==> config.mk <==
export PLATFORM = sky130hd
export DESIGN_NAME = mem_arbiter
export DESIGN_NICKNAME = d
export VERILOG_FILES = /design/src/rtl/mem_arbiter.sv
export SDC_FILE = /design/constraint.sdc
export NUM_CORES = 1
export LEC_CHECK = 0
export BUFFER_PORTS_ARGS = -buffer_cell sky130_fd_sc_hd__buf_2
export CAP_MARGIN = 30
export CORE_ASPECT_RATIO = 1.75
export CORE_MARGIN = 2
export CORE_UTILIZATION = 25
export CTS_CLUSTER_SIZE = 10
export DETAILED_ROUTE_END_ITERATION = 16
export GPL_ROUTABILITY_DRIVEN = 0
export PLACE_DENSITY = 0.87
export SYNTH_ARGS = -nofsm -noshare
export SYNTH_HDL_FRONTEND = slang
export SYNTH_SLANG_ARGS = --single-unit
==> constraint.sdc <==
create_clock -name clk -period 1.1 [get_ports clk]
set_input_delay 0.055 -clock clk [delete_from_list [all_inputs] [get_ports clk]]
set_output_delay 0.055 -clock clk [all_outputs]
set_load 0.03 [all_outputs]
==> src/rtl/mem_arbiter.sv <==
// Two-port arbiter sharing one single-port synchronous RAM between the CPU and an I/O requester.
// The CPU wins contention unless the I/O port has waited MAX_WAIT cycles; read data returns
// to the issuing port one cycle after the grant.
module mem_arbiter #(
  parameter int unsigned WIDTH    = 16,
  parameter int unsigned ADDR     = 16,
  parameter int unsigned MAX_WAIT = 4
) (
  input  logic             clk,
  input  logic             reset,
  // CPU port
  input  logic             cpu_req,
  input  logic             cpu_we,
  input  logic [ADDR-1:0]  cpu_addr,
  input  logic [WIDTH-1:0] cpu_wdata,
  output logic             cpu_gnt,
  output logic             cpu_rvalid,
  output logic [WIDTH-1:0] cpu_rdata,
  // I/O port
  input  logic             io_req,
  input  logic             io_we,
  input  logic [ADDR-1:0]  io_addr,
  input  logic [WIDTH-1:0] io_wdata,
  output logic             io_gnt,
  output logic             io_rvalid,
  output logic [WIDTH-1:0] io_rdata,
  // Memory side
  output logic             mem_en,
  output logic             mem_we,
  output logic [ADDR-1:0]  mem_addr,
  output logic [WIDTH-1:0] mem_wdata,
  input  logic [WIDTH-1:0] mem_rdata
);

  localparam logic [3:0] MaxWait = 4'(MAX_WAIT);

  typedef enum logic [1:0] {
    OwnNone = 2'd0,
    OwnCpu  = 2'd1,
    OwnIo   = 2'd2
  } own_e;

  logic [3:0] wait_cnt, wait_cnt_d;
  own_e       rd_own, rd_own_d;

  // Grant decision; grants are masked while reset is asserted.
  always_comb begin
    cpu_gnt = 1'b0;
    io_gnt  = 1'b0;
    if (!reset) begin
      if (cpu_req && io_req) begin
        if (wait_cnt >= MaxWait) begin
          io_gnt = 1'b1;
        end else begin
          cpu_gnt = 1'b1;
        end
      end else begin
        cpu_gnt = cpu_req;
        io_gnt  = io_req;
      end
    end
  end

  // Memory request mux; an idle bus drives all zeros.
  always_comb begin
    mem_en    = cpu_gnt | io_gnt;
    mem_we    = 1'b0;
    mem_addr  = '0;
    mem_wdata = '0;
    if (cpu_gnt) begin
      mem_we    = cpu_we;
      mem_addr  = cpu_addr;
      mem_wdata = cpu_wdata;
    end else if (io_gnt) begin
      mem_we    = io_we;
      mem_addr  = io_addr;
      mem_wdata = io_wdata;
    end
  end

  // Starvation counter: counts consecutive denied I/O cycles, saturating at MaxWait.
  always_comb begin
    wait_cnt_d = wait_cnt;
    if (io_gnt || !io_req) begin
      wait_cnt_d = 4'd0;
    end else if (wait_cnt < MaxWait) begin
      wait_cnt_d = wait_cnt + 4'd1;
    end
  end

  // Only reads produce return data; writes leave no owner.
  always_comb begin
    rd_own_d = OwnNone;
    if (cpu_gnt && !cpu_we) begin
      rd_own_d = OwnCpu;
    end else if (io_gnt && !io_we) begin
      rd_own_d = OwnIo;
    end
  end

  always_ff @(posedge clk or posedge reset) begin
    if (reset) begin
      wait_cnt <= 4'd0;
      rd_own   <= OwnNone;
    end else begin
      wait_cnt <= wait_cnt_d;
      rd_own   <= rd_own_d;
    end
  end

  always_comb begin
    cpu_rvalid = !reset && (rd_own == OwnCpu);
    io_rvalid  = !reset && (rd_own == OwnIo);
    cpu_rdata  = cpu_rvalid ? mem_rdata : '0;
    io_rdata   = io_rvalid  ? mem_rdata : '0;
  end

endmodule

==> flow_summary.json, run 1 <==
{
  "run_status": "finished, violations left",
  "violations": "negative setup slack",
  "hold_viol_final": 0,
  "synth_nets": 195,
  "clk_pin_slew_worst_paths_ps": 40,
  "seq_area_frac_synth_pct": 16.3,
  "synth_area_per_cell_um2": 8.53,
  "pwr-share-seq_pct": 14.5,
  "whs_path_depth": 2,
  "dieArea_mm2": 0.00420,
  "drt.antenna.violating_nets": 0,
  "switching_share_pct": 37.7,
  "io_pins": 156,
  "core_mm2": 0.00359,
  "cts-htree-levels": 1,
  "end_kind": "primary output",
  "arrival_ps": 1600,
  "path_class": "reg -> out",
  "rr_worst_depth": 7,
  "finalCritPeriodShare_pct": 151,
  "cts_root_buf": "clkbuf_8",
  "max_freq_mhz": 604,
  "fin_skew_ps": 0.357,
  "yosysTopAreaCell": "a22o_1",
  "overflow": 0,
  "antenna_found_initial": 0,
  "final_max_slew_viol_count": 0,
  "nNetsFinal": 377,
  "p_int_mw": 1.04,
  "die_x_um": 49.9,
  "wl_per_cell_um": 20.0,
  "grt_pass1_wl_um": 9480,
  "cts_buffers": 3,
  "grt_pass1_vias": 1931,
  "vias": 1710,
  "first_pass_iters": 4,
  "finish.instance_area_mm2": 0.00298,
  "combPwrFrac_pct": 66.1,
  "setup_ws_ps": -556,
  "layout.cells.non_filler": 334,
  "final_common_cell": "buf_2",
  "yosys_warnings": 0,
  "cts_buffer_depth": 2,
  "dpl_cell_area_mm2": 0.00211,
  "synth_cell_type_count": 22,
  "clock_sinks": 6,
  "power.density_mw_per_mm2": 562,
  "wl_um": 6700,
  "synth_seq_cells": 6,
  "ir_drop_mv": 0.667,
  "syn_inst": 108,
  "drc_errors": 0,
  "dp_hpwl_um": 3860,
  "drt_iter0_markers": 21,
  "pre_cts_ws_ps": -332,
  "pwr-share-clk_pct": 19.4,
  "switchingPower_mw": 0.631,
  "leakagePower_nw": 1.60,
  "rsz0062_at_grt": "true",
  "drive_gt1_share_pct": 91.7,
  "hold_path.class": "in -> reg",
  "syn2layout_area_growth_pct": 224,
  "synth_area_leaders": "a22o_1 (31%), and2_1 (22%), dfrtp_1 (16%), buf_6 (8.6%), nor3b_2 (2.7%)",
  "start_util_pct": 25.6,
  "clk_latency_ps": 220,
  "maxCapViolCount": 0,
  "min_period_ps": 1660,
  "num_rows": 29,
  "antennaDiodeCount": 0,
  "power_mw": 1.67,
  "port_buffers": 155,
  "crit_path_start_kind": "flip-flop",
  "max_slew_margin_pct": 79.6,
  "setup_violations": 73,
  "fp.dieH_um": 84.3,
  "cts_tree": "yes",
  "worstMarginPinSlew_ps": 306,
  "grt_max_degree": 24,
  "finalSetupTns_ps": -28130,
  "path_max_fanout": 6,
  "grt_use_total_pct": 29.0,
  "final_cell_mix": "buf_2 (86), buf_6 (68), a22o_4 (31)",
  "netlist_area_um2": 921,
  "fill_cells": 181,
  "viasPerCell": 5.12,
  "dp.cells": 313,
  "cp.required_ps": 1040,
  "yosysTopAreaCellShare_pct": 31.4
}
-- kinds of logic after synthesis --
family	after synthesis	share of synthesized area, %
AOI/OAI and AO/OA	40	37.4
and+or+nand+nor	49	33.0
muxes	1	1.09
DFF	6	16.3
adders and majority gates	1	1.36
buffers and inverters	11	10.9
-- per-stage QoR --
step,utilization [%],hold WS [ps]
after floorplan,-,-10.9
after global placement,58.7,58.3
after detailed placement,58.7,58.8
after CTS,77.9,-0.788
after global routing,82.9,8.06
final,82.9,0.910
-- power by group through the flow --
stage	Clock (mW)	Combinational, mW	Sequential [mW]
finish	0.324	1.11	0.242
global route	0.333	1.15	0.243
CTS	0.328	1.04	0.242
detailed placement	0	0.810	0.245
global placement	0	0.789	0.244
floorplan	0	0.501	0.243
-- final cells by class --
cell class                 instances  area [um2]  share of cell area (%)
multi-input combinational         91        1060                    35.7
clock buffer                       3        41.3                    1.39
sequential                         6         150                    5.04
timing repair buffer             187        1660                    55.8
inverter                           1        3.75                   0.126
tap                               46        57.6                    1.93
-- state kept, by name (all words and copies together) (netlist names) --
name / flops
rd_own: 2
wait_cnt: 4
-- cells in the mapped netlist, drive strengths merged --
| cell | n |
|---|---|
| a21oi | 2 |
| ha | 1 |
| buf | 10 |
| and3 | 3 |
| mux2i | 1 |
| nor2 | 4 |
| and2 | 33 |
| a22o | 33 |
| nand2 | 2 |
| nand2b | 2 |
| inv | 1 |
| o21a | 1 |
| dfrtp | 6 |
| o211ai | 1 |
| o21ai | 2 |
| nor2b | 3 |
| o41ai | 1 |
| nor3b | 2 |
-- worst max-delay path, stage by stage (launching register included) --
cell	delay (ps)
dfrtp_1	410
buf_4	160
nor2_4	150
a21oi_4	120
clkbuf_16	180
a22o_4	220
buf_6	140
-- timing repair --
item	4_1_cts	5_1_grt
hold buffers	1	0
cloned	3	4
resized for setup	145	28
setup endpoints to repair	73	74
buffers inserted	9	3
pin swaps	5	22
hold endpoints to repair	7	0
-- final timing paths --
| path | slack [ps] | endpoint | start |
|---|---|---|---|
| hold reg to reg | 660 | wait_cnt[0] | wait_cnt[0] |
| hold / removal | 0.9 | rd_own[0] | cpu_we |
| min in group asynchronous | 410 | wait_cnt[1] | reset |
| max in group asynchronous | 560 | wait_cnt[0] | reset |
| setup / recovery | -560 | mem_addr[9] | wait_cnt[3] |
| setup reg to reg | -340 | wait_cnt[1] | wait_cnt[3] |
-- layer usage --
metal  vias up  GRT usage [%]  part of all wire [%]
li1        764              -                     -
met1       798           27.5                    32
met2       130           56.0                    55
met3        18           8.36                   9.9
met4         0           11.1                   2.6
met5         -              0                     0
Power figures use the tool's default switching activity.
==> inputs of run 2 (changes only) <==
--- a/config.mk
+++ b/config.mk
@@ -13,6 +13,7 @@
 export CTS_CLUSTER_SIZE = 10
 export DETAILED_ROUTE_END_ITERATION = 16
 export GPL_ROUTABILITY_DRIVEN = 0
+export MAX_ROUTING_LAYER = met4
 export PLACE_DENSITY = 0.87
 export SYNTH_ARGS = -nofsm -noshare
 export SYNTH_HDL_FRONTEND = slang
==> flow_summary.json, run 2 (synthesis gave the netlist of run 1 again) <==
{
  "run_status": "finished, violations left",
  "violations": "negative hold slack, negative setup slack",
  "crit_path_start_kind": "flip-flop",
  "power_mw": 1.68,
  "crit_start": "wait_cnt[3]",
  "drive_gt1_share_pct": 91.7,
  "viasPerCell": 5.14,
  "setup_ws_ps": -548,
  "max_slew_margin_pct": 79.8,
  "final_max_slew_viol_count": 0,
  "grt_pass1_vias": 1929,
  "pwr-share-seq_pct": 14.4,
  "end_kind": "primary output",
  "antenna_found_initial": 0,
  "nNetsFinal": 377,
  "max_freq_mhz": 607,
  "vias": 1718,
  "drt.antenna.violating_nets": 0,
  "finalSetupTns_ps": -27890,
  "reg2reg_from": "wait_cnt[3]",
  "setup_violations": 73,
  "dieArea_mm2": 0.00420,
  "antennaDiodeCount": 0,
  "r2r_setup_slack_ps": -330,
  "syn2layout_area_growth_pct": 224,
  "regToRegEndpoint": "wait_cnt[1]",
  "fin_skew_ps": 0.792,
  "power.density_mw_per_mm2": 564,
  "wl_per_cell_um": 19.9,
  "hold_path.class": "in -> reg",
  "die_x_um": 49.9,
  "grt_use_total_pct": 29.8,
  "ir_drop_mv": 0.678,
  "drc_errors": 0,
  "first_pass_iters": 4,
  "cts_buffer_depth": 2,
  "finish.instance_area_mm2": 0.00298,
  "reg_top3": "wait_cnt: 4 flops, rd_own: 2 flops",
  "crit_path_end": "mem_addr[9]",
  "p_int_mw": 1.04,
  "dp.cells": 313,
  "largest_register_ffs": 4,
  "drt_iter0_markers": 41,
  "maxCapViolCount": 0,
  "worstMarginPinSlew_ps": 303,
  "arrival_ps": 1590,
  "num_rows": 29,
  "wl_um": 6660,
  "final_cell_mix": "buf_2 (86), buf_6 (68), a22o_4 (31)",
  "clock_sinks": 6,
  "overflow": 0,
  "cts_buffers": 3,
  "clk_pin_slew_worst_paths_ps": 40,
  "finalCritPeriodShare_pct": 150,
  "cp.required_ps": 1040,
  "rsz0062_at_grt": "true",
  "core_mm2": 0.00359,
  "dpl_cell_area_mm2": 0.00211,
  "fin_hold_ws_ps": -3.85,
  "switchingPower_mw": 0.636,
  "clk_latency_ps": 220,
  "grt_pass1_wl_um": 9470,
  "cts_tree": "yes",
  "combPwrFrac_pct": 65.9,
  "largest-register": "wait_cnt",
  "path_max_fanout": 6,
  "pwr-share-clk_pct": 19.6,
  "io_pins": 156,
  "dp_hpwl_um": 3860,
  "rr_worst_depth": 7,
  "start_util_pct": 25.6,
  "layout.cells.non_filler": 334,
  "fp.dieH_um": 84.3,
  "path_class": "reg -> out",
  "grt_max_degree": 24,
  "cts_root_buf": "clkbuf_8",
  "hold_viol_final": 1,
  "final_common_cell": "buf_2",
  "port_buffers": 155,
  "leakagePower_nw": 1.60,
  "min_period_ps": 1650,
  "switching_share_pct": 37.9,
  "cts-htree-levels": 1
}
==> run 2: cell counts in the layout (fill, tap and decap cells not counted) <==
No cell type changed its count.
==> run 2: timing repair <==
action                                 CTS  global route
setup endpoints to repair               73            74
setup buffers                            9             3
hold buffers                             1             0
gates cloned                             3             4
pin swaps                                5            22
endpoints found under the hold margin    7             0
gates resized for setup                145            28
==> run 2: worst max-delay path: stages, from the launching register on <==
cell and delay (ps):
dfrtp_1 410, buf_4 160, nor2_4 150, a21oi_4 120, clkbuf_16 180, a22o_4 220, buf_6 140
==> run 2: per-stage QoR <==
| stage | util [%] | worst slack, ps |
|---|---|---|
| global route | 82.9 | -566 |
| detailed placement | 58.7 | -332 |
| CTS | 77.9 | -502 |
| finish | 82.9 | -548 |
| global placement | 58.7 | -258 |
| floorplan | - | -148 |
==> run 2: layout make-up <==
cell class	instances	area (um2)
well taps	46	57.6
repair buffers	187	1660
flip-flops and latches	6	150
clock buffers	3	41.3
fillers	181	613
inverters	1	3.75
multi-input cells	91	1060
==> run 2: worst min path at each step <==
stage                      start          end  cells past startpoint
final                     cpu_we    rd_own[0]                      2
after global routing      cpu_we    rd_own[0]                      2
after CTS                 cpu_we    rd_own[0]                      2
after detailed placement   reset  wait_cnt[3]                      3
after global placement     reset  wait_cnt[1]                      3
after floorplan            reset    rd_own[0]                      2
==> run 2: layer usage <==
layer	vias to the layer above	GRT usage (%)	share of wire, %
met1	804	28.3	33
met5	-	-	0
met4	0	11.1	2.7
met3	18	7.12	9.1
met2	135	56.0	55
li1	761	-	-
==> run 2: power by group through the flow <==
stage	sequential (mW)	combinational (mW)	clock, mW
4_1_cts	0.242	1.04	0.328
6_report	0.243	1.11	0.330
3_3_place_gp	0.244	0.789	0
3_5_place_dp	0.245	0.810	0
2_1_floorplan	0.243	0.501	0
5_1_grt	0.243	1.15	0.333
==> inputs of run 3 (changes only) <==
--- a/config.mk
+++ b/config.mk
@@ -12,7 +12,7 @@
 export CORE_UTILIZATION = 25
 export CTS_CLUSTER_SIZE = 10
 export DETAILED_ROUTE_END_ITERATION = 16
-export GPL_ROUTABILITY_DRIVEN = 0
+export GPL_ROUTABILITY_DRIVEN = 1
 export MAX_ROUTING_LAYER = met4
 export PLACE_DENSITY = 0.87
 export SYNTH_ARGS = -nofsm -noshare
==> constraint.sdc (replaced) <==
create_clock -name clk -period 1.1 [get_ports clk]
set_input_delay 0.11 -clock clk [delete_from_list [all_inputs] [get_ports clk]]
set_output_delay 0.11 -clock clk [all_outputs]
set_load 0.03 [all_outputs]
==> flow_summary.json, run 3 (synthesis gave the netlist of run 1 again) <==
{
  "die_x_um": 49.9,
  "pre_cts_ws_ps": -324,
  "path_max_fanout": 13,
  "clk_pin_slew_worst_paths_ps": 40,
  "core_mm2": 0.00359,
  "antenna_found_initial": 0,
  "power.density_mw_per_mm2": 589,
  "drc_errors": 0,
  "final_cell_mix": "buf_2 (86), buf_6 (70), a22o_4 (28)",
  "violations": "negative setup slack",
  "cts-htree-levels": 1,
  "first_pass_iters": 4,
  "max_freq_mhz": 594,
  "pwr-share-clk_pct": 21.4,
  "grt_pass1_vias": 1789,
  "dp.cells": 315,
  "cts_buffers": 3,
  "p_int_mw": 1.01,
  "nNetsFinal": 368,
  "setup_ws_ps": -583,
  "switchingPower_mw": 0.654,
  "io_pins": 156,
  "overflow": 0,
  "hold_viol_final": 0,
  "fin_skew_ps": 0.523,
  "largest_register_ffs": 4,
  "drt_iter0_markers": 49,
  "cts_buffer_depth": 2,
  "num_rows": 29,
  "largest-register": "wait_cnt",
  "wl_per_cell_um": 20.4,
  "min_period_ps": 1680,
  "dieArea_mm2": 0.00420,
  "final_max_slew_viol_count": 0,
  "cts_root_buf": "clkbuf_8",
  "grt_max_degree": 24,
  "fill_cells": 196,
  "layout.cells.non_filler": 325,
  "multiInputGateArea_mm2": 0.00106,
  "combPwrFrac_pct": 63.8,
  "regArea_um2": 153,
  "clock_sinks": 6,
  "clk_latency_ps": 230,
  "switching_share_pct": 39.4,
  "drt.antenna.violating_nets": 0,
  "path_class": "reg -> out",
  "dp_hpwl_um": 3960,
  "pwr-share-seq_pct": 14.8,
  "vias": 1721,
  "cts_tree": "yes",
  "setup_violations": 73,
  "leakagePower_nw": 1.50,
  "end_kind": "primary output",
  "reg_top3": "wait_cnt: 4 flops, rd_own: 2 flops",
  "syn2layout_area_growth_pct": 206,
  "max_slew_margin_pct": 79.2,
  "hold_path.class": "in -> reg",
  "port_buffers": 155,
  "place_congestion": 0.872,
  "fp.dieH_um": 84.3,
  "grt_pass1_wl_um": 8830,
  "crit_path_start_kind": "flip-flop",
  "ir_drop_mv": 0.634,
  "antennaDiodeCount": 0,
  "start_util_pct": 25.6,
  "arrival_ps": 1570,
  "worstMarginPinSlew_ps": 311,
  "viasPerCell": 5.30,
  "drive_gt1_share_pct": 92.1,
  "grt_use_total_pct": 28.6,
  "finalCritPeriodShare_pct": 153,
  "final_common_cell": "buf_2",
  "rsz0062_at_grt": "true",
  "maxCapViolCount": 0,
  "cp.required_ps": 990,
  "run_status": "finished, violations left",
  "wl_um": 6620
}
==> run 3: area by class of cell <==
class                           instances  area share (%)
Inverter                                1           0.133
Tap cell                               46            2.04
Clock buffer                            3            1.46
Multi-Input combinational cell         91            37.5
Sequential cell                         6            5.41
Timing Repair Buffer                  178            53.4
==> run 3: timing repair <==
action	CTS	global route
gates resized for setup	132	39
endpoints found under the setup margin	73	74
pin swaps	2	12
gates cloned	2	2
buffers inserted	2	1
hold buffers	1	0
hold endpoints to repair	6	0
==> run 3: path summary, 6_finish.rpt <==
path                              from  cells past startpoint  slack [ps]      endpoint
max                        wait_cnt[2]                      5        -580  mem_addr[10]
min                              io_we                      2          70     rd_own[1]
max reg2reg                wait_cnt[3]                      5        -180   wait_cnt[0]
min reg2reg                wait_cnt[3]                      2         730   wait_cnt[3]
max in group asynchronous        reset                      4         320   wait_cnt[3]
min in group asynchronous        reset                      4         530     rd_own[0]
==> run 3: through the flow <==
| stage | area, um2 | utilization (%) | total power, mW | hold slack [ps] | setup TNS, ps |
|---|---|---|---|---|---|
| 5_1_grt | 2820 | 78.5 | 1.71 | 71.4 | -32550 |
| 3_5_place_dp | 2110 | 58.8 | 1.06 | 125 | -14200 |
| 3_3_place_gp | 2110 | 58.8 | 1.04 | 121 | -12560 |
| 2_1_floorplan | 1240 | - | 0.743 | 44.1 | -7780 |
| 4_1_cts | 2620 | 72.9 | 1.55 | 43.9 | -27530 |
| 6_report | 2820 | 78.5 | 1.66 | 65.9 | -30110 |
==> run 3: metal layers <==
metal	routed length (um)	vias to the layer above	GRT usage, %
li1	-	746	-
met1	2120	795	25.8
met2	3540	153	55.6
met3	604	27	6.58
met4	363	0	10.1
met5	0	-	-
==> run 3: critical path, cell delays in order (launching register included) <==
cell     delay [ps]
dfrtp_2         430
o21ai_2         160
and3_4          280
buf_12          170
a22o_2          170
buf_6           130
==> run 3: power by group through the flow <==
stage / Clock (mW) / Sequential [mW] / Combinational (mW)
after detailed placement: 0 / 0.243 / 0.816
after floorplan: 0 / 0.243 / 0.501
final: 0.355 / 0.246 / 1.06
after CTS: 0.344 / 0.241 / 0.964
after global routing: 0.367 / 0.247 / 1.10
after global placement: 0 / 0.242 / 0.796
